File: src/rtl/ssd_scan_ctrl.sv
// rtl/ssd_scan_ctrl.sv - time-multiplexed seven-segment scan controller with double-buffered load
module ssd_scan_ctrl #(
  parameter int NDIG     = 4,
  parameter int PRESCALE = 50000,
  parameter int DEADTIME = 2
) (
  input  logic              Clk,
  input  logic              Rst,
  input  logic              Enable,
  input  logic              BlankLZ,
  input  logic              LoadReq,
  input  logic [4*NDIG-1:0] ValueIn,
  input  logic [NDIG-1:0]   DPIn,
  output logic              Busy,
  output logic              LoadAck,
  output logic [3:0]        BCDOut,
  output logic              DPOut,
  output logic [NDIG-1:0]   DigitSel
);

  localparam int CW = (PRESCALE > 1) ? $clog2(PRESCALE) : 1;
  localparam int IW = (NDIG > 1) ? $clog2(NDIG) : 1;

  // Slot counter runs over the whole slot; ON covers the first PRESCALE-DEADTIME counts.
  localparam logic [CW-1:0] LAST_CNT = CW'(PRESCALE - 1);
  localparam logic [CW-1:0] LAST_ON  = CW'(PRESCALE - DEADTIME - 1);
  localparam logic [IW-1:0] LAST_IDX = IW'(NDIG - 1);

  typedef enum logic [1:0] {
    IDLE = 2'd0,
    ON   = 2'd1,
    GAP  = 2'd2
  } state_t;

  state_t            state;
  logic [IW-1:0]     idx;
  logic [CW-1:0]     cnt;
  logic [4*NDIG-1:0] act_val;
  logic [NDIG-1:0]   act_dp;
  logic [4*NDIG-1:0] pend_val;
  logic [NDIG-1:0]   pend_dp;

  logic              slot_start;
  logic [IW-1:0]     next_idx;
  logic              xfer;
  logic [4*NDIG-1:0] src_val;
  logic [NDIG-1:0]   src_dp;
  logic [3:0]        src_nib;
  logic [NDIG-1:0]   lz_mask;
  logic              nz_seen;
  logic              slot_blank;

  // Decide whether the next edge begins a new ON slot, and what that slot will display.
  // When the pending value is being promoted on this edge, the slot is built from it
  // directly so the first cycle of digit 0 already shows the new frame.
  always_comb begin
    slot_start = 1'b0;
    next_idx   = '0;
    xfer       = 1'b0;
    src_val    = act_val;
    src_dp     = act_dp;
    src_nib    = 4'd0;
    lz_mask    = '0;
    nz_seen    = 1'b0;
    slot_blank = 1'b0;

    if (Enable) begin
      if (state == IDLE) begin
        slot_start = 1'b1;
      end else if (cnt == LAST_CNT) begin
        slot_start = 1'b1;
        next_idx   = (idx == LAST_IDX) ? '0 : idx + 1'b1;
      end
    end

    // Promotion only at a frame boundary (or any time while dark), so frames never tear.
    xfer = Busy && ((state == IDLE) || (slot_start && (next_idx == '0)));

    if (xfer) begin
      src_val = pend_val;
      src_dp  = pend_dp;
    end

    for (int i = 0; i < NDIG; i++) begin
      if (IW'(i) == next_idx) begin
        src_nib = src_val[i*4 +: 4];
      end
    end

    // A digit is a leading zero when it and everything above it are zero; digit 0 always shows.
    for (int i = NDIG - 1; i >= 0; i--) begin
      nz_seen    = nz_seen | (src_val[i*4 +: 4] != 4'd0);
      lz_mask[i] = ~nz_seen;
    end
    lz_mask[0] = 1'b0;

    slot_blank = BlankLZ && lz_mask[next_idx];
  end

  // Scan FSM, load handshake and all registered outputs.
  always_ff @(posedge Clk or posedge Rst) begin
    if (Rst) begin
      state    <= IDLE;
      idx      <= '0;
      cnt      <= '0;
      act_val  <= '0;
      act_dp   <= '0;
      pend_val <= '0;
      pend_dp  <= '0;
      Busy     <= 1'b0;
      LoadAck  <= 1'b0;
      BCDOut   <= 4'd0;
      DPOut    <= 1'b0;
      DigitSel <= '1;
    end else begin
      LoadAck <= 1'b0;

      // Busy is still high on a promotion edge, so a coincident LoadReq is dropped.
      if (xfer) begin
        act_val <= pend_val;
        act_dp  <= pend_dp;
        Busy    <= 1'b0;
        LoadAck <= 1'b1;
      end else if (LoadReq && !Busy) begin
        pend_val <= ValueIn;
        pend_dp  <= DPIn;
        Busy     <= 1'b1;
      end

      if (!Enable) begin
        state    <= IDLE;
        idx      <= '0;
        cnt      <= '0;
        DigitSel <= '1;
      end else if (slot_start) begin
        state    <= ON;
        idx      <= next_idx;
        cnt      <= '0;
        BCDOut   <= src_nib;
        DPOut    <= src_dp[next_idx] & ~slot_blank;
        DigitSel <= slot_blank ? '1 : ~(NDIG'(1) << next_idx);
      end else begin
        cnt <= cnt + 1'b1;
        if ((state == ON) && (cnt == LAST_ON)) begin
          state    <= GAP;
          DigitSel <= '1;
        end
      end
    end
  end

endmodule

File: config.mk
export PLATFORM = sky130hd
export DESIGN_NAME = ssd_scan_ctrl
export DESIGN_NICKNAME = d
export VERILOG_FILES = /design/src/rtl/ssd_scan_ctrl.sv
export SDC_FILE = /design/constraint.sdc
export NUM_CORES = 1
export LEC_CHECK = 0
export BUFFER_PORTS_ARGS = -buffer_cell sky130_fd_sc_hd__buf_2
export CORE_MARGIN = 5
export CORE_UTILIZATION = 65
export CTS_BUF_LIST = sky130_fd_sc_hd__clkbuf_4
export CTS_CLUSTER_SIZE = 24
export DETAILED_ROUTE_END_ITERATION = 6
export PLACE_DENSITY_LB_ADDON = 0.12
export SLEW_MARGIN = 5
export SYNTH_ARGS = -nofsm -noshare
export SYNTH_HDL_FRONTEND = slang
export SYNTH_SLANG_ARGS = --single-unit
File: constraint.sdc
create_clock -name Clk -period 7.3 [get_ports Clk]
set_clock_uncertainty 0.05 [all_clocks]
set_input_delay 1.46 -clock Clk [delete_from_list [all_inputs] [get_ports Clk]]
set_output_delay 1.46 -clock Clk [all_outputs]
set_load 0.02 [all_outputs]
-- Yosys cells after proc, flatten, opt, wreduce, memory -nomap -nowiden
Index checks and enable logic that the tools add are counted.
- flip-flop bits (word level): 71
- bits of input ports: 25
- output and inout bits: 11
- word-level logic and storage cells: 80
- add/subtract/negate cells: 2
- magnitude comparators: 1
- equality and inequality tests: 9
- shift operators: 1
- muxes and demuxes: 31
- bitwise operators: 9
- reduce and logical (&&, ||, !) cells: 15
- operator list (cell ; count):
    two-way mux 16 bit ; 3
    two-way mux 4 bit ; 9
    == test 16 bit (second input constant) ; 2
    two-way mux 2 bit ; 9
    adder 16 x 1 -> 16 bit (second input constant) ; 1
    nonzero test 4 bit ; 3
    two-way mux 1 bit ; 8
    logical AND 1 bit ; 5
    inverter 1 bit ; 5
    binary-select mux 1 bit (select 2 bit) ; 2
    == test 2 bit (first input constant) ; 2
    zero test 2 bit ; 2
    inverter 4 bit ; 1
    AND reduction 2 bit ; 2
    left shift 1 x 2 -> 4 bit (first input constant) ; 1
    < comparator 2 x 3 -> 1 bit (second input constant) ; 1
    inequality test 3 x 1 -> 1 bit (second input constant) ; 1
    adder 2 x 1 -> 2 bit (second input constant) ; 1
    == test 1 x 2 -> 1 bit (first input constant) ; 1
    == test 2 x 1 -> 1 bit (second input constant) ; 1
    == test 2 bit (second input constant) ; 1
    inequality test 2 x 1 -> 1 bit (second input constant) ; 1
    bitwise OR 1 bit ; 2
    nonzero test 2 bit ; 1
    other kinds (3) ; 3

-- Depth between registers and ports, before layout
Gate-level depths: netlist (run 1).
- depth in word-level cells: 20
- mapped depth: 10

-- Least setup slack after synthesis (run 1)
Ideal clock, no wire load.
- path kind: in2reg
- from: in Enable
- to: reg DPOut
- data arrival time: 2.670 ns
- path slack: 4.451 ns
- stages on the path: 8
- path through: nand2_1 > nor3_1 > a21oi_2 > buf_6 > mux2_4 > and2_1 > a221oi_2 > a21oi_1
- elaborated cells on any way between the ends: 24
- classes of those cells: 8 x mux; 7 x bitwise; 9 x reduce/logical
- RTL lines (element ; RTL line ; RTL):
    start: declaration ; 9 ; input logic Enable,
    two-way mux 2 bit ; 67 ; if (Enable) begin
    zero test 2 bit ; 77 ; xfer = Busy && ((state == IDLE) || (slot_start && (next_idx == '0)));
    logical AND 1 bit * ; 77 ;
    logical OR 1 bit * ; 77 ;
    logical AND 1 bit * ; 77 ;
    two-way mux 4 bit * ; 79 ; if (xfer) begin
    via src_dp[0] ; 47 ; logic [NDIG-1:0] src_dp;
    binary-select mux 1 bit (select 2 bit) * ; 140 ; DPOut <= src_dp[next_idx] & ~slot_blank;
    two-way mux 1 bit (implied by the code) * ; 140 ;
    AND 1 bit * ; 140 ;
    end signal: assignment ; 140 ;
    end: declaration ; 17 ; output logic DPOut,
The timed path passes the listed nets; every way through them passes the cells marked *. The select of a mux whose other input is x is not followed.
A chain may end at the register's enable or synchronous reset.

-- Final worst setup path (run 1)
- from: reg cnt[0]
- to: reg BCDOut[2]
- longest elaborated chain between the ends: 13
- elaborated cells on any way between the ends: 20
- classes of those cells: 4 x eq/ne; 11 x mux; 5 x reduce/logical
- ends and longest elaborated chain (element ; RTL line ; RTL):
    start: declaration ; 37 ; logic [CW-1:0] cnt;
    start signal: assignment ; 143 ; cnt <= cnt + 1'b1;
    == test 16 bit * ; 70 ; end else if (cnt == LAST_CNT) begin
    two-way mux 2 bit ; 70 ;
    two-way mux 2 bit ; 68 ; if (state == IDLE) begin
    two-way mux 2 bit ; 67 ;
    zero test 2 bit ; 77 ;
    logical AND 1 bit * ; 77 ;
    logical OR 1 bit * ; 77 ;
    logical AND 1 bit * ; 77 ;
    two-way mux 16 bit * ; 79 ;
    via src_val[2] ; 46 ; logic [4*NDIG-1:0] src_val;
    two-way mux 4 bit * (4 in series) ; 85 ; if (IW'(i) == next_idx) begin
    end signal: assignment ; 139 ; BCDOut <= src_nib;
    end: declaration ; 16 ; output logic [3:0] BCDOut,
The timed path passes the listed nets; every way through them passes the cells marked *.

==> key figures, run 1 <==
Outcome
  • Status: finished clean

Floorplan
  • Die Ht: between 70 and 80 µm
  • Die Span X: about 80 µm
  • Core Region: around 0.0047 mm²
  • Die area: around 0.0064 mm²
  • Row count: 25
  • Boundary Pins: 36
  • Initial Util: 0.670

Setup path
  • CP peak stage delay: around 1 ns
  • R2R cell count: 7
  • CP max FO: 21
  • Required time at the worst-slack endpoint: 7.56 ns
  • Crit-path slowest cell: a21oi_2
  • Critical Path End Type: register
  • Critical Path AT: roughly 3.6 ns
  • CP Class: reg2reg
  • Crit path cell chain: ha_1, and3_1, and4_1, a21oi_2, mux2_2, a221oi_1, a21oi_1
  • CP startpoint kind: register

Timing
  • Final setup violation count: 0
  • Max frequency: 0.300 GHz
  • Unrepaired setup endpoints after global routing: no
  • Max Slew Vio Count: 0
  • Crit path time final: between 3 and 4 ns
  • Final TNS setup: 0 ns
  • Rel. slew slack: 0.162
  • Fin crit share: 0.457
  • Final Hold Fails: 0
  • Worst Tran Pin Value: between 1 and 1.5 ns

Clocking
  • Resized cells post-CTS: 0
  • TritonCTS clock tree: built
  • CTS Buf Count: 9
  • Clock transition at path regs: 0.12 ns
  • Root Buffer: clkbuf_4
  • Postcts setup bufs: 0
  • # H-tree levels: 3
  • Clk Latency, worst-skew pair: roughly 0.41 ns
  • Post-CTS Hold Buffers: 0
  • Clock Path Buffers: 2
  • Sinks on the clock net: about 70

Placement
  • IO buf count: 35
  • Final GP Congestion: roughly 0.88
  • Inst Count DP: 364
  • Final HPWL DP: around 4300 µm
  • Cell Area, Placed: between 0.003 and 0.004 mm²

Logic synthesis
  • Top cells by area, synth: dfrtp_1 (53%), mux2_2 (14%), nor2_1 (4.6%)
  • Yosys cell types: 45
  • Ys Warns: 0
  • Avg Inst Size Synth: about 12 µm²
  • Area share of the largest cell type after synthesis: 0.529
  • Yosys top cell by area: dfrtp_1
  • Seq/Total Area, Yosys: 0.563
  • Asr flop ratio synth: 1.00
  • Synth Instances: about 270
  • EDFF count, synth: 0
  • Top_reg_cell synth: dfrtp_1
  • Flops & latches, synth: 71
  • Post-Syn Area: 0.00317 mm²
  • Syn_nets: 297

Final layout
  • # diodes: 0
  • Area Overhead vs Synth: 10.5%
  • Layout cells sized above 1: 0.323
  • Final instance area: around 0.0035 mm²
  • Nets: about 340
  • Most common cell after layout, fill and taps aside: dfrtp_1
  • Most frequent cells in the layout: dfrtp_1 (67), mux2_2 (40), nor2_1 (39), buf_2 (35), nand2_1 (19)
  • Final non-filler cell total: 380

Drt
  • Post-detailed-route wirelength per cell: 15.9 µm
  • First-pass iteration count of the detailed router: 4
  • Initial DRC Count: 220
  • Vias per inst: around 5.7
  • Routed WL: between 6000 and 7000 µm
  • Routed Antenna Nets: 0
  • Total number of vias: around 2.2k
  • Drt drc: 0

Hold path
  • WHS Path Cells: 2
  • Worst min path class: reg2reg

Power and ir drop
  • Total Power: around 1.1 mW
  • Clock power share: 0.188
  • Logic pwr share: 0.276
  • Internal power: ~740 µW
  • Net Sw Power: approximately 350 µW
  • Peak supply drop: about 200 µV
  • Pwr/cell area: about 310 mW/mm²
  • Sw Ratio: 0.319
  • Pleak: 1.51 nW
  • Sequential share of power: 0.537

GRT
  • Number of global-route vias before repair: between 2k and 2.5k
  • Initial antenna violation count: 0
  • Overall routing resource usage: 0.216
  • Largest net degree at the start of global routing: 72
  • GRT overflow: 0
  • Wire length of the first global-routing pass: between 10000 and 15000 µm

Flow run
  • Max_cap viols: 0
==> per-layer routing <==
| layer | vias to the layer above | GRT usage | wire length [µm] |
|---|---|---|---|
| met5 | - | 0 | 0 |
| li1 | 1024 | - | - |
| met2 | 76 | 0.313 | 2640 |
| met4 | 0 | 0.0946 | 69 |
| met1 | 1060 | 0.317 | 2960 |
| met3 | 7 | 0.0418 | 368 |
==> registers in the layout, summed over array words and instances (netlist names) <==
name      flops
idx           2
LoadAck       1
cnt          16
DigitSel      4
BCDOut        4
act_val      16
pend_dp       4
DPOut         1
Busy          1
state         2
pend_val     16
act_dp        4
==> metrics by stage <==
step	setup WS, ns	hold WS, ns	utilization
floorplan	4.00	0.421	-
global placement	3.71	0.431	0.718
detailed placement	3.61	0.437	0.718
CTS	3.97	0.463	0.741
global route	3.76	0.477	0.741
finish	3.97	0.458	0.741
==> worst paths after layout <==
path                                          from                       to  slack [ns]
setup / recovery                  cnt[0]$_DFF_PP0_    BCDOut[2]$_DFFE_PP0P_        3.97
min in group asynchronous                      Rst    BCDOut[0]$_DFFE_PP0P_        1.22
hold / removal             DigitSel[1]$_DFFE_PP1P_  DigitSel[1]$_DFFE_PP1P_        0.46
setup reg to reg                  cnt[0]$_DFF_PP0_    BCDOut[2]$_DFFE_PP0P_        3.97
max in group asynchronous                      Rst        LoadAck$_DFF_PP0_        5.40
hold reg to reg            DigitSel[1]$_DFFE_PP1P_  DigitSel[1]$_DFFE_PP1P_        0.46
==> power by group through the flow <==
stage / registers (mW) / clock network (mW) / logic, mW
global placement: 0.586 / 0 / 0.288
detailed placement: 0.590 / 0 / 0.299
finish: 0.581 / 0.203 / 0.299
floorplan: 0.586 / 0 / 0.216
global route: 0.598 / 0.223 / 0.329
CTS: 0.581 / 0.206 / 0.300
==> layout make-up <==
cell class	count	area [µm²]
Tap cell	67	83.8
Sequential cell	71	1780
Clock buffer	9	67.6
Multi-Input combinational cell	185	1330
Inverter	5	18.8
Timing Repair Buffer	36	183
Fill cell	352	1220
Clock inverter	7	40.0
==> cell families (layout without fill, tap and decap cells) <==
kind of cell	count (synthesis)	in the layout	share of synthesized area
and+or+nand+nor	92	92	0.141
DFF	71	71	0.563
muxes	46	46	0.163
AOI/OAI and AO/OA	30	30	0.0636
xor gates and xnor gates	14	14	0.0387
buffers and inverters	13	57	0.0198
adders and majority gates	3	3	0.0119
==> cell usage after synthesis (2+ instances only) <==
cell type	number
xnor2_1	6
nor2_1	39
o21a_1	2
and4_1	2
nand3_1	8
clkbuf_1	3
o22ai_1	3
or4_1	2
nand2_1	19
a221oi_1	2
dfrtp_1	67
mux2_2	40
mux2i_1	5
buf_2	2
a21oi_1	8
and2_1	3
o21ai_0	5
dfstp_2	4
nor3_1	5
and3_1	3
ha_1	3
nand4_1	3
xor2_1	8
inv_1	5
nor4b_2	2
==> critical path, delay by kind of cell (launching register included) <==
kind / cells / cell delay (ns)
AO/OA/AOI/OAI: 3 / 1.46
AND/OR/NAND/NOR: 2 / 0.56
flip-flops: 1 / 0.45
multiplexers: 1 / 0.45
adder cells (fa/ha/maj): 1 / 0.26
No activity file was read; power rests on OpenSTA's default activity.
==> inputs of run 2 (changes only) <==
- CORE_UTILIZATION: 65 -> 60
- clock period: 7.3 -> 3.13 ns (I/O delays scaled with it)
==> key figures, run 2 (synthesis results as in run 1) <==
Final layout
  • Layout cells sized above 1: 0.341 (+0.0179)
  • Area Overhead vs Synth: 14.7%
  • Most frequent cells in the layout: dfrtp_1 (67), mux2_2 (40), nor2_1 (39), buf_2 (35), nand2_1 (19)
  • Largest registers: act_val (16), cnt (16), pend_val (16)
  • Final non-filler cell total: 390 (+2.6%)
  • # diodes: 0 (unchanged)
  • Final core occ: 0.711 (-0.0298)
  • Final instance area: 0.00363 mm² (+3.8%)
  • Nets: 343 (+2.1%)
  • Most common cell after layout, fill and taps aside: dfrtp_1

Clocking
  • Clock transition at path regs: 0.12 ns (about the same)
  • Sinks on the clock net: 71 (unchanged)
  • Root Buffer: clkbuf_4
  • Post-CTS Hold Buffers: 0 (unchanged)
  • Clock Path Buffers: 2 (unchanged)
  • Clk Latency, worst-skew pair: 0.41 ns (about the same)
  • # H-tree levels: 3 (unchanged)
  • TritonCTS clock tree: built
  • Postcts setup bufs: 0 (unchanged)
  • Resized cells post-CTS: 0 (unchanged)
  • CTS Buf Count: 9 (unchanged)

Timing
  • Unrepaired setup endpoints after global routing: no
  • Worst setup margin: 0.693 ns (-3.27 ns)
  • Final setup violation count: 0 (unchanged)
  • Final Hold Fails: 0 (unchanged)
  • Worst Tran Pin Value: 0.697 ns (-0.560 ns)
  • Final TNS setup: 0 ns (unchanged)
  • Max Slew Vio Count: 0 (unchanged)
  • Fin crit share: 0.778 (+0.322)
  • Rel. slew slack: 0.530 (+0.368)
  • Min Hold Slack: 0.157 ns (-0.301 ns)
  • Crit path time final: 2.44 ns (-0.896 ns)
  • Max frequency: 0.410 GHz (+37%)

Floorplan
  • Die Ht: 82.7 µm (+3.6%)
  • Boundary Pins: 36 (unchanged)
  • Die area: 0.00683 mm² (+7.3%)
  • Core Region: 0.00511 mm² (+8.1%)
  • Die Span X: 82.7 µm (+3.6%)
  • Initial Util: 0.620 (-0.0504)
  • Row count: 26 (+4.0%)

Setup path
  • Critical Path End Type: register
  • Critical Path AT: 2.67 ns (-0.92 ns)
  • CP Class: reg2reg
  • Required time at the worst-slack endpoint: 3.37 ns (-4.19 ns)
  • CP startpoint kind: register
  • CP max FO: 14 (-33%)

Placement
  • Final GP Congestion: 0.942 (+7.1%)
  • Place WS: 0.702 ns (-2.90 ns)
  • Cell Area, Placed: 0.00345 mm² (+1.7%)
  • Final HPWL DP: 4650 µm (+9.3%)
  • IO buf count: 35 (unchanged)
  • Inst Count DP: 374 (+2.7%)

Power and ir drop
  • Pleak: 1.58 nW (+4.8%)
  • Peak supply drop: 468 µV (+130%)
  • Pwr/cell area: 775 mW/mm² (+150%)
  • Total Power: 2.81 mW (+160%)

Drt
  • Initial DRC Count: 163 (-26%)
  • Routed Antenna Nets: 0 (unchanged)
  • First-pass iteration count of the detailed router: 4 (unchanged)
  • Drt drc: 0 (unchanged)
  • Routed WL: 6270 µm (+3.8%)
  • Total number of vias: 2190 (+1.1%)
  • Vias per inst: 5.62 (-1.5%)
  • Post-detailed-route wirelength per cell: 16.1 µm (+1.1%)

GRT
  • Initial antenna violation count: 0 (unchanged)
  • Wire length of the first global-routing pass: 10400 µm (+0.27%)
  • Number of global-route vias before repair: 2121 (-1.9%)
  • GRT overflow: 0 (unchanged)
  • Largest net degree at the start of global routing: 29 (-60%)
  • Overall routing resource usage: 0.209 (-0.00683)

Flow run
  • Max_cap viols: 0 (unchanged)

Outcome
  • Status: finished clean

Hold path
  • Worst min path class: in2async
[run 2: cell types whose count changed in the layout (fill, tap and decap cells not counted)]
cell / before / now
buf_4: 1 / 8
bufinv_16: 0 / 3
clkinv_2: 2 / 0
clkbuf_4: 9 / 10
clkinv_1: 2 / 1
clkinvlp_4: 3 / 2
[run 2: area by class of cell]
class	count	area [µm²]
fill	373	1480
timing repair buffer	43	235
clock inverter	6	109
multi-input combinational	185	1330
tap	70	87.6
clock buffer	10	75.1
inverter	5	18.8
sequential	71	1780
[run 2: worst max-delay path: stages (launching register included)]
cell and delay [ns]:
dfrtp_1 0.43, ha_1 0.26, and3_1 0.21, and4_1 0.24
a21oi_2 0.14, buf_4 0.24, mux2_2 0.37, o22ai_1 0.16
a2bb2oi_1 0.18, a31oi_1 0.06
[run 2: per-layer routing]
metal | global-route usage | routed length, µm
met5 | 0 | 0
met4 | 0.0882 | 83
met3 | 0.0531 | 333
met2 | 0.319 | 2930
met1 | 0.286 | 2920
[run 2: power by group]
group / switching, mW / internal, mW / leakage, nW
logic: 0.347 / 0.376 / 0.620
registers: 0.162 / 1.20 / 0.869
clock network: 0.315 / 0.411 / 0.0903
[run 2: worst paths after layout]
| check | slack [ns] | startpoint | cells past startpoint | to |
|---|---|---|---|---|
| max | 0.69 | cnt[0]$_DFF_PP0_ | 9 | BCDOut[0]$_DFFE_PP0P_ |
| min | 0.16 | Rst | 2 | pend_dp[1]$_DFFE_PP0P_ |
| max reg2reg | 0.69 | cnt[0]$_DFF_PP0_ | 9 | BCDOut[0]$_DFFE_PP0P_ |
| min reg2reg | 0.46 | DigitSel[3]$_DFFE_PP1P_ | 2 | DigitSel[3]$_DFFE_PP1P_ |
| max in group asynchronous | 2.15 | Rst | 3 | act_val[15]$_DFF_PP0_ |
| min in group Clk | 0.39 | DPIn[1] | 2 | pend_dp[1]$_DFFE_PP0P_ |
==> inputs of run 3 (changes only) <==
- CORE_UTILIZATION: 60 -> 54
- clock period: 3.13 -> 2.1 ns (I/O delays scaled with it)
==> key figures, run 3 (synthesis results as in run 1) <==
Power and ir drop
  • Net Sw Power: 1.35 mW (+64%)
  • Clock power share: 0.238 (-0.020)
  • Sw Ratio: 0.299 (+0.00602)
  • Sequential share of power: 0.449 (-0.036)
  • Logic pwr share: 0.313 (+0.056)
  • Internal power: 3.17 mW (+60%)
  • Pleak: 1.84 nW (+16%)
  • Total Power: 4.53 mW (+61%)
  • Pwr/cell area: 1100 mW/mm² (+42%)
  • Peak supply drop: 878 µV (+88%)

Hold path
  • Worst min path class: in2async

Clocking
  • TritonCTS clock tree: built
  • Sinks on the clock net: 71 (unchanged)
  • Clock transition at path regs: 0.12 ns (about the same)
  • Clock Path Buffers: 2 (unchanged)
  • Root Buffer: clkbuf_4
  • CTS Buf Count: 9 (unchanged)
  • Clk Latency, worst-skew pair: 0.41 ns (about the same)
  • # H-tree levels: 3 (unchanged)

Timing
  • Unrepaired setup endpoints after global routing: yes
  • Final setup violation count: 4 (+4)
  • Min Hold Slack: 0.00936 ns (-0.148 ns)
  • Final TNS setup: -0.187 ns (-0.187 ns)
  • Final Hold Fails: 0 (unchanged)
  • Worst setup margin: -0.101 ns (-0.795 ns)
  • Worst Tran Pin Value: 0.575 ns (-0.122 ns)
  • Fin crit share: 1.05 (+0.270)
  • Crit path time final: 2.20 ns (-0.235 ns)
  • Max frequency: 0.454 GHz (+11%)
  • Rel. slew slack: 0.614 (+0.0840)
  • Max Slew Vio Count: 0 (unchanged)

Setup path
  • Worst R2R Setup Slack: -0.10 ns (-0.79 ns)
  • Critical path's top delay family: compound AO/OA/AOI/OAI gates
  • Launch point of the worst reg-to-reg path: cnt[1]$_DFF_PP0_
  • Required time at the worst-slack endpoint: 2.34 ns (-1.03 ns)
  • CP startpoint kind: register
  • Worst Setup SP: cnt[1]$_DFF_PP0_
  • Critical Path AT: 2.44 ns (-0.23 ns)
  • Critical Path End Type: register
  • Critical path buffers and inverters: 1 (unchanged)
  • CP max FO: 5 (-9)
  • CP peak stage delay: 0.40 ns (-0.03 ns)
  • CP Class: reg2reg
  • Crit-path slowest cell: dfrtp_1
  • Crit path cell chain: ha_2, and3_4, and4_4, a21oi_4, buf_6, mux2_4, and2_4, a221oi_2, a21oi_1

Floorplan
  • Die Span X: 86.6 µm (+4.8%)
  • Die area: 0.00750 mm² (+9.7%)
  • Initial Util: 0.565 (-0.0553)
  • Boundary Pins: 36 (unchanged)
  • Core Region: 0.00561 mm² (+9.8%)
  • Row count: 27 (+3.8%)
  • Die Ht: 86.6 µm (+4.8%)

Final layout
  • Largest registers: act_val (16), cnt (16), pend_val (16)
  • Layout cells sized above 1: 0.455 (+0.114)
  • Nets: 379 (+10%)
  • Final instance area: 0.00413 mm² (+14%)
  • Final non-filler cell total: 428 (+9.7%)
  • Most common cell after layout, fill and taps aside: dfrtp_1
  • # diodes: 0 (unchanged)
  • Final core occ: 0.736 (+0.0251)
  • Area Overhead vs Synth: 30.4%
  • Most frequent cells in the layout: dfrtp_1 (67), buf_4 (39), nor2_1 (38), buf_2 (35), mux2_2 (31)

Placement
  • Final HPWL DP: 4690 µm (+0.98%)
  • Inst Count DP: 402 (+7.5%)
  • IO buf count: 35 (unchanged)
  • Cell Area, Placed: 0.00369 mm² (+6.9%)
  • Place WS: -0.132 ns (-0.834 ns)
  • Final GP Congestion: 0.875 (-7.2%)

GRT
  • Largest net degree at the start of global routing: 72 (+150%)
  • Number of global-route vias before repair: 2438 (+15%)
  • GRT overflow: 0 (unchanged)
  • Initial antenna violation count: 0 (unchanged)
  • Wire length of the first global-routing pass: 11400 µm (+9.7%)
  • Overall routing resource usage: 0.198 (-0.0113)

Drt
  • Drt drc: 0 (unchanged)
  • Total number of vias: 2331 (+6.4%)
  • Initial DRC Count: 114 (-30%)
  • Post-detailed-route wirelength per cell: 16.1 µm (about the same)
  • Vias per inst: 5.45 (-3.0%)
  • Routed WL: 6880 µm (+9.7%)
  • First-pass iteration count of the detailed router: 4 (unchanged)
  • Routed Antenna Nets: 0 (unchanged)

Outcome
  • Status: finished, violations left
  • Failing checks: setup timing

Flow run
  • Max_cap viols: 0 (unchanged)
-- run 3: power groups by stage --
stage	clock, mW	combinational [mW]	sequential, mW
2_1_floorplan	0	0.767	2.04
3_3_place_gp	0	1.10	2.03
3_5_place_dp	0	1.15	2.04
4_1_cts	1.09	1.31	2.02
5_1_grt	1.16	1.52	2.08
6_report	1.08	1.42	2.03
-- run 3: worst register-to-register path, cell delays in order, from the launching register on --
cell	delay, ns
dfrtp_1	0.40
ha_2	0.19
and3_4	0.15
and4_4	0.16
a21oi_4	0.24
buf_6	0.17
mux2_4	0.33
and2_4	0.16
a221oi_2	0.17
a21oi_1	0.09
-- run 3: layout make-up --
cell class              count  area (µm²)
clock buffers               9        67.6
fillers                   394        1480
well taps                  72        90.1
flip-flops and latches     71        1780
clock inverters             7         111
inverters                   5        22.5
multi-input cells         185        1510
repair buffers             79         551
-- run 3: per-layer routing --
layer | share of wire | track usage | vias to the layer above
li1 | - | - | 1117
met1 | 0.45 | 0.270 | 1144
met2 | 0.48 | 0.312 | 54
met3 | 0.049 | 0.0333 | 16
met4 | 0.023 | 0.0878 | 0
met5 | 0 | 0 | -
-- run 3: final timing paths --
path | to | depth (start not counted)
max in group asynchronous | DigitSel[0]$_DFFE_PP1P_ | 3
max | DPOut$_DFFE_PP0P_ | 9
min reg2reg | BCDOut[3]$_DFFE_PP0P_ | 2
max reg2reg | DPOut$_DFFE_PP0P_ | 9
min in group Clk | pend_val[4]$_DFFE_PP0P_ | 2
min | act_dp[2]$_DFF_PP0_ | 3
-- run 3: what timing repair did --
action | CTS | global route
resized for setup | 22 | 14
buffers inserted | 6 | 4
hold buffers | 0 | 0
cloned | 1 | 0
setup endpoints to repair | 6 | 6
pin swaps | 8 | 9
